[src/rtl/lifo_pop_ctrl.sv]
// lifo_pop_ctrl
// Read-side controller for an 8-bit, 16-deep LIFO. A start command pops either
// a programmed number of entries or drains the LIFO until empty. Every popped
// word is presented on a valid/ready stream, and the block keeps a running pop
// count and XOR checksum of the words it has popped.
//
// Ports:
//   clk          system clock, rising edge
//   resetn       asynchronous active-low reset
//   start        single-cycle request to begin a sequence (ignored while busy)
//   pop_count    entries to pop, 0 = drain until empty; latched on accepted start
//   lifo_re      pop strobe to the LIFO
//   lifo_dataout LIFO read data, valid the cycle after the pop strobe
//   lifo_empty   LIFO empty flag
//   m_data       popped word to the consumer
//   m_valid      m_data valid
//   m_ready      consumer accepts m_data
//   busy         sequence in progress (cycle after accepted start until DONE exits)
//   done         one-cycle pulse at sequence end
//   underrun     sequence hit empty before reaching pop_count; held until next start
//   popped       entries popped in the current/last sequence
//   checksum     XOR of all words popped in the current/last sequence
module lifo_pop_ctrl #(
    parameter int DATA_W = 8,
    parameter int CNT_W  = 5
) (
    input  logic              clk,
    input  logic              resetn,
    input  logic              start,
    input  logic [CNT_W-1:0]  pop_count,
    output logic              lifo_re,
    input  logic [DATA_W-1:0] lifo_dataout,
    input  logic              lifo_empty,
    output logic [DATA_W-1:0] m_data,
    output logic              m_valid,
    input  logic              m_ready,
    output logic              busy,
    output logic              done,
    output logic              underrun,
    output logic [CNT_W-1:0]  popped,
    output logic [DATA_W-1:0] checksum
);

    typedef enum logic [2:0] {
        S_IDLE,
        S_CHECK,
        S_POP,
        S_CAP,
        S_OUT,
        S_DONE
    } state_t;

    state_t              r_state;
    state_t              w_next;
    logic                w_set_underrun;
    logic [CNT_W-1:0]    r_cnt;
    logic [CNT_W-1:0]    r_popped;
    logic [DATA_W-1:0]   r_checksum;
    logic [DATA_W-1:0]   r_data;
    logic                r_underrun;

    always_ff @(posedge clk or negedge resetn) begin
        if (!resetn) begin
            r_state <= S_IDLE;
        end else begin
            r_state <= w_next;
        end
    end

    always_comb begin
        w_next         = r_state;
        w_set_underrun = 1'b0;
        case (r_state)
            S_IDLE: begin
                if (start) begin
                    w_next = S_CHECK;
                end
            end
            S_CHECK: begin
                // A zero latched count means drain mode, so only a nonzero
                // count can terminate on reaching its target, and only a
                // nonzero count can come up short.
                if ((r_cnt != '0) && (r_popped == r_cnt)) begin
                    w_next = S_DONE;
                end else if (lifo_empty) begin
                    w_next         = S_DONE;
                    w_set_underrun = (r_cnt != '0);
                end else begin
                    w_next = S_POP;
                end
            end
            S_POP: begin
                w_next = S_CAP;
            end
            S_CAP: begin
                w_next = S_OUT;
            end
            S_OUT: begin
                if (m_ready) begin
                    w_next = S_CHECK;
                end
            end
            S_DONE: begin
                w_next = S_IDLE;
            end
            default: begin
                w_next = S_IDLE;
            end
        endcase
    end

    always_ff @(posedge clk or negedge resetn) begin
        if (!resetn) begin
            r_cnt      <= '0;
            r_popped   <= '0;
            r_checksum <= '0;
            r_data     <= '0;
            r_underrun <= 1'b0;
        end else begin
            if ((r_state == S_IDLE) && start) begin
                r_cnt      <= pop_count;
                r_popped   <= '0;
                r_checksum <= '0;
                r_underrun <= 1'b0;
            end
            if ((r_state == S_CHECK) && w_set_underrun) begin
                r_underrun <= 1'b1;
            end
            // LIFO data becomes valid the cycle after the pop strobe, which is
            // exactly the CAP cycle.
            if (r_state == S_CAP) begin
                r_data     <= lifo_dataout;
                r_popped   <= r_popped + CNT_W'(1);
                r_checksum <= r_checksum ^ lifo_dataout;
            end
        end
    end

    assign lifo_re  = (r_state == S_POP);
    assign m_valid  = (r_state == S_OUT);
    assign done     = (r_state == S_DONE);
    assign busy     = (r_state != S_IDLE);
    assign m_data   = r_data;
    assign underrun = r_underrun;
    assign popped   = r_popped;
    assign checksum = r_checksum;

endmodule

[config.mk]
export PLATFORM = sky130hd
export DESIGN_NAME = lifo_pop_ctrl
export DESIGN_NICKNAME = d
export VERILOG_FILES = /design/src/rtl/lifo_pop_ctrl.sv
export SDC_FILE = /design/constraint.sdc
export NUM_CORES = 1
export LEC_CHECK = 0
export CORE_MARGIN = 2
export CORE_UTILIZATION = 41
export CTS_CLUSTER_DIAMETER = 100
export DETAILED_ROUTE_END_ITERATION = 6
export MAX_ROUTING_LAYER = met4
export PLACE_DENSITY = 0.81
export SLEW_MARGIN = 20
export SYNTH_ARGS = -nofsm -noshare
export SYNTH_HDL_FRONTEND = slang
export SYNTH_SLANG_ARGS = --single-unit
export TNS_END_PERCENT = 100
[constraint.sdc]
create_clock -name clk -period 4.15 [get_ports clk]
set_clock_uncertainty 0.1 [all_clocks]
set_input_delay 0.83 -clock clk [delete_from_list [all_inputs] [get_ports clk]]
set_output_delay 0.83 -clock clk [all_outputs]
set_load 0.03 [all_outputs]
==> results of run 1 <==
metal layers:
metal	global-route usage (%)	share of wire [%]	vias up
met3	5.12	6.2	5
met5	-	0	-
met4	9.01	1.5	0
met1	22.1	45	519
met2	29.6	47	46
li1	-	-	546
cell type report:
class / count / area [um2] / share of cell area (%)
multi-input cells: 93 / 543 / 29.0
repair buffers: 44 / 438 / 23.4
flip-flops and latches: 30 / 751 / 40.1
inverters: 2 / 7.51 / 0.401
well taps: 44 / 55.1 / 2.94
clock buffers: 8 / 78.8 / 4.21
sequential cells by signal, indices dropped and copies added, names as in the netlist:
register  count
m_data        8
r_state       3
underrun      1
popped        5
checksum      8
r_cnt         5
stage by stage:
stage / setup WS, ns / hold slack (ns) / total power (W) / std cells / cell area (um2)
detailed placement: 1.66 / 0.362 / 0.00129 / 213 / 1790
floorplan: 1.93 / 0.424 / 0.000994 / 129 / 1320
finish: 1.29 / 0.386 / 0.00150 / 221 / 1870
global placement: 1.81 / 0.360 / 0.00126 / 213 / 1790
global route: 1.17 / 0.424 / 0.00159 / 221 / 1870
CTS: 1.28 / 0.393 / 0.00151 / 221 / 1870
path summary, 6_finish.rpt:
check	start	end	cells past startpoint
worst min register to register	m_data[5]$_DFFE_PN0P_	m_data[5]$_DFFE_PN0P_	2
worst min-delay path	m_data[5]$_DFFE_PN0P_	m_data[5]$_DFFE_PN0P_	2
worst max register to register	r_state[2]$_DFFE_PN0P_	r_cnt[4]$_DFFE_PN0P_	3
worst max-delay path	r_state[1]$_DFFE_PN0P_	m_valid	2
max in group asynchronous	resetn	checksum[0]$_DFFE_PN0P_	2
min in group asynchronous	resetn	r_cnt[1]$_DFFE_PN0P_	2
cells by family after synthesis:
| family | count (synthesis) |
|---|---|
| flip-flops | 30 |
| multiplexers | 5 |
| buffers and inverters | 6 |
| adder cells (fa/ha/maj) | 1 |
| XOR/XNOR | 5 |
| AO/OA/AOI/OAI | 23 |
| AND/OR/NAND/NOR | 59 |
power groups by stage:
stage / sequential, W / combinational, W / clock (W)
final: 0.000540 / 0.000746 / 0.000214
after CTS: 0.000539 / 0.000755 / 0.000218
after detailed placement: 0.000542 / 0.000752 / 0
after floorplan: 0.000677 / 0.000316 / 0
after global placement: 0.000532 / 0.000730 / 0
after global routing: 0.000558 / 0.000806 / 0.000231
worst register-to-register path: cells and delay by family, from the launching register on:
family | cells | cell delay [ns]
and+or+nand+nor | 2 | 0.65
muxes | 1 | 0.41
DFF | 1 | 0.46
cell usage in the layout (no fill, tap or decap), types with 2 or more instances in the layout:
cell and n:
sky130_fd_sc_hd__a21oi_1 2, sky130_fd_sc_hd__clkdlybuf4s50_1 43, sky130_fd_sc_hd__mux2_2 5, sky130_fd_sc_hd__o21ai_0 14
sky130_fd_sc_hd__dfrtp_1 30, sky130_fd_sc_hd__clkbuf_8 3, sky130_fd_sc_hd__clkbuf_4 5, sky130_fd_sc_hd__inv_1 2
sky130_fd_sc_hd__xnor2_1 2, sky130_fd_sc_hd__xor2_1 3, sky130_fd_sc_hd__nand3_1 11, sky130_fd_sc_hd__nand2b_1 2
sky130_fd_sc_hd__and3b_1 3, sky130_fd_sc_hd__nand4_1 2, sky130_fd_sc_hd__nor3b_1 2, sky130_fd_sc_hd__nor2_1 3
sky130_fd_sc_hd__nand2_1 29, sky130_fd_sc_hd__o21ai_1 2
==> results.txt, run 1 <==
outcome: completed
total leakage power: 0.833 nW
compound-gate portion of the synthesized area: 9.94%
switching power total: 0.000642 W
portion of the post-synthesis area used by sequential elements: 56.8%
layout-stage area growth over the synthesis result: 41.8%
cell at the slowest stage of the critical path: sky130_fd_sc_hd__clkdlybuf4s50_1
Die Wd: 60.8 um
Final Cycle Share: 68.8%
signal arrival time at the worst endpoint: 1.93 ns
headroom to the max-slew limit: 61.7%
buffering stage count on the worst path with inverters included: 1
Setup Buffers After CTS: 0
share of total power in the clock network: 14.3%
switching fraction of total power: 42.7%
port buffer count: 43
starting utilization of the core area: 43.3%
via total after detailed routing: 1116
DRC violation count after routing: 0
routed wire length: 3070 um
sinks on the clock net: 30
final max-slew violation count: 0
total number of H-tree levels: 2
share of synthesized flip-flops with an asynchronous set or reset: 100%
xor-xnor portion of the synthesized cell area: 3.31%
ratio of cells with drive above 1 in the final layout: 10.2%
number of synthesized flops with an enable pin: 0
average wire length per cell after detail routing: 13.9 um
syn_nets: 148
per-instance average area after synthesis: 10.2 um2
maximum clock insertion buffer count: 2
simple-gate share of the synthesized area: 22.6%
final hold violation count: 0
share of synthesized area spent on multiplexers: 4.26%
global-route wire length before repair: 4840 um
cell types with the highest counts after synthesis: 30 x sky130_fd_sc_hd__dfrtp_1, 29 x sky130_fd_sc_hd__nand2_1, 14 x sky130_fd_sc_hd__o21ai_0
number of DRC markers in iteration 0: 59
Worst-Skew Late Latency: 0.33 ns
number of global-route vias before repair: 1103
die area: 3690 um2
remaining global-route overflow: 0
setup repair after global routing missed its margin: no
Critical Path Source Type: flop
number of filler cells placed in the layout: 270
First-pass DRT Iterations: 4
min Tclk post-route: 2.86 ns
combinational family with the most area after synthesis: simple AND/OR/NAND/NOR gates
VDD IR-drop max: 0.000433 V
Worst setup EP type: primary output
clock-pin slew reported for the worst setup and hold paths after clock tree synthesis: 0.10 ns
worst reg-to-reg setup slack: 2.41 ns
worst-path fanout max: 10
number of antenna diodes: 0
master cell of the clock root buffer: sky130_fd_sc_hd__clkbuf_4
vias per cell: 5.05
top post-synthesis cells by area: sky130_fd_sc_hd__dfrtp_1 57%, sky130_fd_sc_hd__nand2_1 8.2%, sky130_fd_sc_hd__o21ai_0 5.3%, sky130_fd_sc_hd__mux2_2 4.3%, sky130_fd_sc_hd__nand3_1 4.2%
pwr/cell area: 801 nW/um2
most used standard cell by instance count after synthesis: sky130_fd_sc_hd__dfrtp_1
post-synthesis instance total: 129
core utilization of the finished layout: 61.4%
Core Region: 3050 um2
CP required: 3.22 ns
post-synth top area share: 56.8%
GP Congestion: 0.749
Sequential Power Share: 36.0%
worst hold path type: flop to flop
cell-by-cell trace of the critical path: nor3b_1 -> clkdlybuf4s50_1
post-detailed-placement half-perimeter wirelength: 2220 um
die outline height: 60.8 um
arithmetic-cell share of the synthesized area counting full adders, half adders and majority gates: 0.947%
number of synthesized register bits: 30
antenna violations before repair: 0
maximum operating frequency: 0.350 GHz
post-cts gate resize count: 0
All-Layer GR Usage: 18.8%
number of distinct library cells after synthesis: 29
primary flip-flop cell chosen by synthesis mapping: sky130_fd_sc_hd__dfrtp_1
cell type group with the largest total delay on the critical path: buffers and inverters
Inserted Clock Buffers: 5
maximum cell stage delay along the critical path: 0.77 ns
hold_buf cts: 0
combinational share of power: 49.7%
YS warnings: 0
sum of negative setup slack: 0 ns
startpoint-to-endpoint class of the critical path: flop to primary output
CTS tree: built
total standard cell area after synthesis: 1320 um2
pin count of the biggest net entering global routing: 31
cell taking the most area after synthesis: sky130_fd_sc_hd__dfrtp_1
Slew @ Worst Pin: 0.573 ns
number of core rows: 20
Final setup viols: 0
remaining antenna violation count: 0
internal power: 0.000859 W
number of maximum-capacitance violations: 0
number of top-level pins: 44
Final #Nets: 195
(Power assumes the default switching activity.)
==> run 2, diff against run 1 <==
--- a/config.mk
+++ b/config.mk
@@ -6,11 +6,11 @@
 export NUM_CORES = 1
 export LEC_CHECK = 0
 export CORE_MARGIN = 2
-export CORE_UTILIZATION = 41
+export CORE_UTILIZATION = 40
 export CTS_CLUSTER_DIAMETER = 100
 export DETAILED_ROUTE_END_ITERATION = 6
 export MAX_ROUTING_LAYER = met4
-export PLACE_DENSITY = 0.81
+export PLACE_DENSITY = 0.82
 export SLEW_MARGIN = 20
 export SYNTH_ARGS = -nofsm -noshare
 export SYNTH_HDL_FRONTEND = slang
==> constraint.sdc (replaced) <==
create_clock -name clk -period 2.6 [get_ports clk]
set_clock_uncertainty 0.1 [all_clocks]
set_input_delay 0.52 -clock clk [delete_from_list [all_inputs] [get_ports clk]]
set_output_delay 0.52 -clock clk [all_outputs]
set_load 0.03 [all_outputs]
==> results.txt, run 2 (same netlist as run 1, synthesis figures left out) <==
outcome: completed (unchanged)
number of global-route vias before repair: 1128 (was 1103)
Worst-Skew Late Latency: 0.32 ns (was 0.33 ns)
Die Wd: 61.5 um (was 60.8 um)
final max-slew violation count: 0 (unchanged)
GP Congestion: 0.729 (was 0.749)
Setup Buffers After CTS: 0 (unchanged)
worst hold path type: flop to flop (unchanged)
Final setup viols: 0 (unchanged)
layout-stage area growth over the synthesis result: 40.3% (was 41.8%)
die outline height: 61.5 um (was 60.8 um)
worst reg-to-reg setup slack: 0.82 ns (was 2.41 ns)
starting utilization of the core area: 42.6% (was 43.3%)
number of filler cells placed in the layout: 303 (was 270)
remaining global-route overflow: 0 (unchanged)
leading cell types in the layout, fill and taps excluded: 43 x sky130_fd_sc_hd__clkdlybuf4s50_1, 30 x sky130_fd_sc_hd__dfrtp_1, 29 x sky130_fd_sc_hd__nand2_1, 14 x sky130_fd_sc_hd__o21ai_0, 11 x sky130_fd_sc_hd__nand3_1 (unchanged)
R2R Path Start: r_state[2]$_DFFE_PN0P_ (unchanged)
CP required: 1.98 ns (was 3.22 ns)
average wire length per cell after detail routing: 14.0 um (was 13.9 um)
Worst setup EP type: primary output (unchanged)
post-cts gate resize count: 0 (unchanged)
global-route wire length before repair: 5060 um (was 4840 um)
hold_buf cts: 0 (unchanged)
pwr/cell area: 1260 nW/um2 (was 801 nW/um2)
Final Cycle Share: 93.3%
number of core rows: 20 (unchanged)
headroom to the max-slew limit: 63.0% (was 61.7%)
master cell of the clock root buffer: sky130_fd_sc_hd__clkbuf_4 (unchanged)
port buffer count: 43 (unchanged)
remaining antenna violation count: 0 (unchanged)
number of top-level pins: 44 (unchanged)
startpoint-to-endpoint class of the critical path: flop to primary output (unchanged)
maximum operating frequency: 0.412 GHz
worst reg2reg path depth: 3 (unchanged)
pin count of the biggest net entering global routing: 31 (unchanged)
CTS tree: built (unchanged)
signal arrival time at the worst endpoint: 1.81 ns (was 1.93 ns)
via total after detailed routing: 1117 (was 1116)
sinks on the clock net: 30 (unchanged)
vias per cell: 5.05 (about the same)
area occupied by registers: 751 um2 (unchanged)
min Tclk post-route: 2.43 ns
Slew @ Worst Pin: 0.553 ns (was 0.573 ns)
Core Region: 3100 um2 (was 3050 um2)
worst-path fanout max: 10 (unchanged)
clock-pin slew reported for the worst setup and hold paths after clock tree synthesis: 0.10 ns (about the same)
antenna violations before repair: 0 (unchanged)
VDD IR-drop max: 0.000824 V (was 0.000433 V)
First-pass DRT Iterations: 4 (unchanged)
number of maximum-capacitance violations: 0 (unchanged)
start point of the worst min-delay path: m_data[5]$_DFFE_PN0P_ (unchanged)
maximum cell stage delay along the critical path: 0.72 ns (was 0.77 ns)
leading cell type in the layout, fill and taps excluded: sky130_fd_sc_hd__clkdlybuf4s50_1 (unchanged)
maximum clock insertion buffer count: 2 (unchanged)
cell-by-cell trace of the critical path: nor3b_1 -> clkdlybuf4s50_1 (unchanged)
number of antenna diodes: 0 (unchanged)
Worst Hold Path Cells: 2 (unchanged)
routed wire length: 3100 um (was 3070 um)
sum of negative setup slack: 0 ns (unchanged)
total leakage power: 0.824 nW (was 0.833 nW)
endpoint of the worst-slack reg-to-reg timing path: r_cnt[2]$_DFFE_PN0P_ (was r_cnt[4]$_DFFE_PN0P_)
cell at the slowest stage of the critical path: sky130_fd_sc_hd__clkdlybuf4s50_1 (unchanged)
Final #Nets: 195 (unchanged)
setup repair after global routing missed its margin: no (unchanged)
final hold violation count: 0 (unchanged)
Inserted Clock Buffers: 5 (unchanged)
All-Layer GR Usage: 19.3% (was 18.8%)
worst min-delay path endpoint: m_data[5]$_DFFE_PN0P_ (unchanged)
area of the multi-input gates: 543 um2 (unchanged)
Final Worst Setup Slack: 0.173 ns (was 1.29 ns)
post-detailed-placement half-perimeter wirelength: 2330 um (was 2220 um)
Critical Path Source Type: flop (unchanged)
DRC violation count after routing: 0 (unchanged)
die area: 3780 um2 (was 3690 um2)
total number of H-tree levels: 2 (unchanged)
setup slack after placement: 0.528 ns (was 1.66 ns)
number of DRC markers in iteration 0: 29 (was 59)
ratio of cells with drive above 1 in the final layout: 9.60% (was 10.2%)
## run 2: final cells by class
| type | instances | share of cell area, % |
|---|---|---|
| Multi-Input combinational cell | 93 | 29.3 |
| Tap cell | 44 | 2.97 |
| Sequential cell | 30 | 40.5 |
| Clock buffer | 7 | 2.97 |
| Inverter | 2 | 0.405 |
| Timing Repair Buffer | 44 | 23.6 |
| Clock inverter | 1 | 0.270 |
## run 2: metrics by stage
stage               area, um2  instances  total power (W)  hold slack, ns  util [%]
finish                   1850        221          0.00234           0.384      59.8
global route             1850        221          0.00250           0.406      59.8
CTS                      1850        221          0.00236           0.389      59.8
detailed placement       1790        213          0.00207           0.367      57.8
global placement         1790        213          0.00202           0.364      57.8
floorplan                1320        129          0.00159           0.124         -
## run 2: how the worst max path moves through the flow
stage / startpoint / endpoint / slack (ns) / cells past startpoint
5_1_grt: r_state[1]$_DFFE_PN0P_ / m_valid / 0.06 / 2
2_1_floorplan: r_state[0]$_DFFE_PN0P_ / m_valid / 0.69 / 2
6_report: r_state[1]$_DFFE_PN0P_ / m_valid / 0.17 / 2
3_3_place_gp: r_state[1]$_DFFE_PN0P_ / m_valid / 0.57 / 2
3_5_place_dp: r_state[1]$_DFFE_PN0P_ / m_valid / 0.53 / 2
4_1_cts: r_state[1]$_DFFE_PN0P_ / m_valid / 0.17 / 2
## run 2: critical path: cells and delay by family, from the launching register on
kind	cells	cell delay (ns)
buffers and inverters	1	0.72
DFF	1	0.49
and+or+nand+nor	1	0.28
## run 2: per-layer routing
metal / GRT usage (%) / vias up / wire length, um
li1: - / 544 / -
met1: 22.7 / 520 / 1300
met2: 30.2 / 44 / 1530
met3: 6.30 / 9 / 204
met4: 8.81 / 0 / 61
met5: - / - / 0
## run 2: power by group
| group | leakage [nW] | switching [W] | internal, W | total (W) |
|---|---|---|---|---|
| clock network | 0.0353 | 0.000151 | 0.000131 | 0.000282 |
| logic | 0.404 | 0.000681 | 0.000518 | 0.00120 |
| registers | 0.384 | 0.000192 | 0.000668 | 0.000860 |
==> run 3, diff against run 2 <==
--- a/config.mk
+++ b/config.mk
@@ -11,7 +11,6 @@
 export DETAILED_ROUTE_END_ITERATION = 6
 export MAX_ROUTING_LAYER = met4
 export PLACE_DENSITY = 0.82
-export SLEW_MARGIN = 20
 export SYNTH_ARGS = -nofsm -noshare
 export SYNTH_HDL_FRONTEND = slang
 export SYNTH_SLANG_ARGS = --single-unit
==> results of run 3 <==
The final DEF is identical to that of run 2; final timing and power are the same.
==> RTL edit 1 (config.mk and constraints of run 2) <==
Reset style: synchronous (`resetn`), changed in 2 clocked blocks. Comments in the files are not updated.
--- a/src/rtl/lifo_pop_ctrl.sv
+++ b/src/rtl/lifo_pop_ctrl.sv
@@ -59,7 +59,7 @@
     logic [DATA_W-1:0]   r_data;
     logic                r_underrun;
 
-    always_ff @(posedge clk or negedge resetn) begin
+    always_ff @(posedge clk) begin
         if (!resetn) begin
             r_state <= S_IDLE;
         end else begin
@@ -109,7 +109,7 @@
         endcase
     end
 
-    always_ff @(posedge clk or negedge resetn) begin
+    always_ff @(posedge clk) begin
         if (!resetn) begin
             r_cnt      <= '0;
             r_popped   <= '0;
Formal check against the unedited RTL: differs if resetn is asserted again (counterexample within 4 cycles, from zero or initial values and one cycle with resetn low); with resetn held inactive, the same outputs for 10 cycles.
==> RTL edit 1 against run 2 <==
First-iteration DRC count up 120%. Sequential share of layout area fell by 8.9 points. Area after synthesis rose by 4.8%. Worst hold slack worse by 19 ps. Maximum frequency fell by 1.3%. Critical path type unchanged. Worst setup slack lost 33 ps. Sequential cell count unchanged. Cell area rose by 2.6%. Routed wire length fell by 2.5%.
Power is not compared: it rests on default switching activity, and its combinational part moved more than twofold at a synthesized area within 25%.
==> RTL edit 1: results (changes against run 2) <==
- Crit path max-delay cell type: clkdlybuf4s50_1
- Worst hold path type: reg -> reg
- Max IR drop VDD: 0.325 mV
- Leakage: 0.742 nW
- PostCTS Resize Cnt: 0 (unchanged)
- Placed inst area: 0.00184 sq mm (+2.7%)
- First-pass GRT wire length: 5240 microns (+3.4%)
- Initial antenna violation count: 0 (unchanged)
- Clock transition at path regs: 90 ps
- Fin nets: 216 (+11%)
- Max incr delay on CP: 600 ps (-120 ps)
- Final WL: 3020 microns (-2.5%)
- Iteration-0 DRC Markers: 64 (+120%)
- CP Data Arrival Time: 1840 ps (+30 ps)
- Total Routing Usage GR: 17.3% (-2.1 points)
- Register area share after synthesis: 43.4% (-13 points)
- Post-CTS Setup Repair Bufs: 0 (unchanged)
- TNS Setup: 0 ps (unchanged)
- Post-DR vias/cell: 5.07 (+0.30%)
- Synth Net Count: 172 (+16%)
- Largest net degree at the start of global routing: 25 (-19%)
- PortBufs: 43 (unchanged)
- GP Congestion: 0.791 (+8.5%)
- Most common library cells after synthesis: dfxtp_1 (30), nand2_1 (13), and2_1 (10), nand3_1 (10), a21boi_0 (9)
- Asr flop ratio synth: 0% (-100 points)
- Synth area leaders: dfxtp_1 (43%), nand4b_1 (5.1%), a21boi_0 (4.9%)
- Share of cells above drive strength 1: 7.07% (-2.5 points)
- Count of different cell masters after synthesis: 32 (+10%)
- Final Non-Filler Cells: 244 (+10%)
- Status: finished clean
- Number of synthesis warnings: 0 (unchanged)
- Fill cell count: 306 (+0.99%)
- CTS Root Cell: clkbuf_4
- Slew margin rel.: 73.7% (+11 points)
- Final Hold Viols: 0 (unchanged)
- Max-cap violations: 0 (unchanged)
- Clk buf depth: 2 (unchanged)
- DP HPWL: 2170 microns (-6.6%)
- Post-Syn Instances: 153 (+19%)
- Crit path max fanout: 12 (+2)
- Number of global-route vias before repair: 1138 (+0.89%)
- CTS Buf Count: 5 (unchanged)
[RTL edit 1: cell types whose count changed after synthesis, moves of 4 or more]
cell / change
a21boi_0: +9
and2_1: +10
buf_2: -4
clkbuf_1: +8
dfrtp_1: -30
dfxtp_1: +30
mux2_2: -5
mux2i_1: +6
nand2_1: -16
nand4b_1: +8
nor2b_1: +4
o21ai_0: -9
o21ai_1: +5
[RTL edit 1: critical path: cells and delay by family, from the launching register on]
family / cells / cell delay (ps)
buffers and inverters: 2 / 800
flip-flops: 1 / 410
AND/OR/NAND/NOR: 1 / 310
[RTL edit 1: power by group through the flow]
stage	Sequential (mW)	Clock [mW]	Combinational [mW]
detailed placement	0.522	0	0.249
finish	0.511	0.287	0.250
CTS	0.511	0.294	0.250
global route	0.518	0.321	0.274
global placement	0.521	0	0.246
floorplan	0.520	0	0.178
[RTL edit 1: final timing paths]
| path | start | to | slack, ps | depth (start not counted) |
|---|---|---|---|---|
| worst min register to register | m_data[1]$_SDFFE_PN0P_ | m_data[1]$_SDFFE_PN0P_ | 360 | 2 |
| worst max register to register | r_state[0]$_SDFFE_PN0P_ | popped[4]$_SDFFE_PN0P_ | 660 | 4 |
| worst min-delay path | m_data[1]$_SDFFE_PN0P_ | m_data[1]$_SDFFE_PN0P_ | 360 | 2 |
| worst max-delay path | r_state[2]$_SDFFE_PN0P_ | busy | 140 | 3 |
[RTL edit 1: final cells by class]
class                   instances  area, sq um  share of cell area, %
well taps                      46         57.6                   3.02
inverters                       1         3.75                  0.197
multi-input cells             111          713                   37.5
flip-flops and latches         30          601                   31.6
clock buffers                   7         55.1                   2.89
clock inverters                 1         5.00                  0.263
repair buffers                 48          468                   24.6
[RTL edit 1: layer usage]
metal	vias up	wire length, microns	track usage [%]
met3	5	153	5.59
met4	0	46	6.67
met2	41	1440	26.3
met1	564	1380	21.2
met5	-	0	-
li1	627	-	-
[RTL edit 1: metrics by stage]
step | setup WS [ps] | hold slack [ps] | util (%)
3_5_place_dp | 375 | 357 | 55.2
6_report | 140 | 364 | 57.0
2_1_floorplan | 552 | 427 | -
5_1_grt | 24.6 | 398 | 57.0
4_1_cts | 143 | 369 | 57.0
3_3_place_gp | 372 | 351 | 55.2
[RTL edit 1: kinds of logic (layout without fill, tap and decap cells)]
group,after synthesis,count (layout),synth area share [%]
DFF,30,30,43.4
muxes,6,6,4.34
and+or+nand+nor,69,69,29.6
xor gates and xnor gates,5,5,3.16
buffers and inverters,12,57,5.15
AOI/OAI and AO/OA,30,30,13.5
adders and majority gates,1,1,0.903
==> RTL edit 2 (flow settings as in run 2) <==
Without the edit above. `CNT_W`: 5 -> 6.
--- a/src/rtl/lifo_pop_ctrl.sv
+++ b/src/rtl/lifo_pop_ctrl.sv
@@ -22,7 +22,7 @@
 //   checksum     XOR of all words popped in the current/last sequence
 module lifo_pop_ctrl #(
     parameter int DATA_W = 8,
-    parameter int CNT_W  = 5
+    parameter int CNT_W  = 6
 ) (
     input  logic              clk,
     input  logic              resetn,
Interface: changed (resized pop_count and popped); port bits go from 44 to 46. No check against the original RTL was run, so the function may have changed too.
==> RTL edit 2 against run 2 <==
Highest routed layer unchanged. Critical path type unchanged. Area after synthesis increased by 9.2%. Utilization shrank 1.5 points. Count of clock-buffer cells in the layout shrank 1. Routed wire length up 9.6%. Worst setup slack got worse by 79 ps. Cell area rose by 6.5%. Power shrank 6.3%. Sequential cell count up 2.
==> RTL edit 2: results (changes against run 2) <==
- Hold Slack: 388 ps (+4.67 ps)
- Multi-input gates: 101 (+8.6%)
- Fin nets: 208 (+6.7%)
- Number of synthesis warnings: 0 (unchanged)
- Drt wl/cell: 14.5 microns (+3.1%)
- CP startpoint: r_state[1]$_DFFE_PN0P_
- FF-to-FF Start: r_state[0]$_DFFE_PN0P_
- Power density over cell area: 1110 mW/mm^2 (-12%)
- Status: finished clean
- Tot Pwr: 2.19 mW (-6.3%)
- GP Congestion: 0.792 (+8.6%)
- Iteration-0 DRC Markers: 99 (+240%)
- Register area share after synthesis: 55.5% (-1.3 points)
- Leakage: 0.886 nW (+7.6%)
- Most common library cells after synthesis: dfrtp_1 (32), nand2_1 (31), o21ai_0 (12)
- Worst Hold Path EP: m_data[3]$_DFFE_PN0P_
- Synth area leaders: dfrtp_1 (56%), nand2_1 (8.1%), mux2_2 (4.7%)
- Crit path max fanout: 11 (+1)
- Largest net degree at the start of global routing: 33 (+6.5%)
- Count of different cell masters after synthesis: 34 (+17%)
- First-pass GRT wire length: 5750 microns (+14%)
- Dpl ws: 270 ps (-258 ps)
- Non-Clock Buffer Area Fraction: 23.1% (-0.49 points)
- Comb pwr: 1.03 mW (-14%)
- Share of cells above drive strength 1: 9.52% (-0.081 points)
- R2R cell count: 4 (+1)
- Signal buffers: 46 (+4.5%)
- Clock network area share: 3.11% (-0.13 points)
- CP Data Arrival Time: 1890 ps (+80 ps)
- Max incr delay on CP: 670 ps (-50 ps)
- DP HPWL: 2390 microns (+2.9%)
- Internal power: 1.27 mW (-3.3%)
- Clock transition at path regs: 100 ps (about the same)
- Number of global-route vias before repair: 1297 (+15%)
- Total Routing Usage GR: 19.0% (-0.32 points)
- Worst Setup EP: done
- Slew margin rel.: 64.0% (+0.99 points)
- Hold_sp: m_data[3]$_DFFE_PN0P_
- Initial Util: 42.6% (about the same)
- Synth Net Count: 162 (+9.5%)
- Multi-input combinational area share: 29.9% (+0.63 points)
- Max IR drop VDD: 0.635 mV (-23%)
- Chip width: 64.1 microns (+4.2%)
- PostCTS Resize Cnt: 1 (+1)
- Final WL: 3400 microns (+9.6%)
- Fill cell count: 289 (-4.6%)
- R2R Path End: popped[3]$_DFFE_PN0P_
- Post-DR vias/cell: 5.22 (+3.2%)
- PortBufs: 45 (+4.7%)
- Synth Register Bits: 32 (+6.7%)
- Avg Synthesized Cell Area: 10.2 sq um (-0.81%)
- Fin crit share: 96.4% (+3.0 points)
- Flop2flop setup slack: 640 ps (-180 ps)
- Post-Place Cells: 227 (+6.6%)
- Clk_lat worst skew: 340 ps (+20 ps)
- Seq. cell area: 801 sq um (+6.7%)
- Clock buffers: 6 (-1)
- Clk. pwr: 300 uW (+6%)
- Placed inst area: 0.00191 sq mm (+6.7%)
## RTL edit 2: cell types whose count changed in the layout (fill, tap and decap cells not counted), moves of 2 or more
cell and change:
and3b_1 -2, dfrtp_1 +2, nand2_1 +2, nor3b_1 -2, o21ai_0 -2, o21ai_1 +2, o221ai_1 +2, or3_1 +3
## RTL edit 2: per-layer routing
metal | GRT usage [%] | share of wire, % | vias to the layer above
met5 | - | 0 | -
met2 | 29.0 | 49 | 38
met1 | 22.2 | 44 | 594
met3 | 6.69 | 5.6 | 8
met4 | 9.78 | 1.8 | 0
li1 | - | - | 586
## RTL edit 2: cells by family (layout without fill, tap and decap cells)
kind of cell             after synthesis  in the layout  share of synthesized area (%)
adder cells (fa/ha/maj)                1              1                          0.867
buffers and inverters                  9             56                           3.56
AND/OR/NAND/NOR                       64             64                           21.6
XOR/XNOR                               6              6                           3.64
multiplexers                           7              7                           5.38
AO/OA/AOI/OAI                         23             23                           9.45
flip-flops                            32             32                           55.5
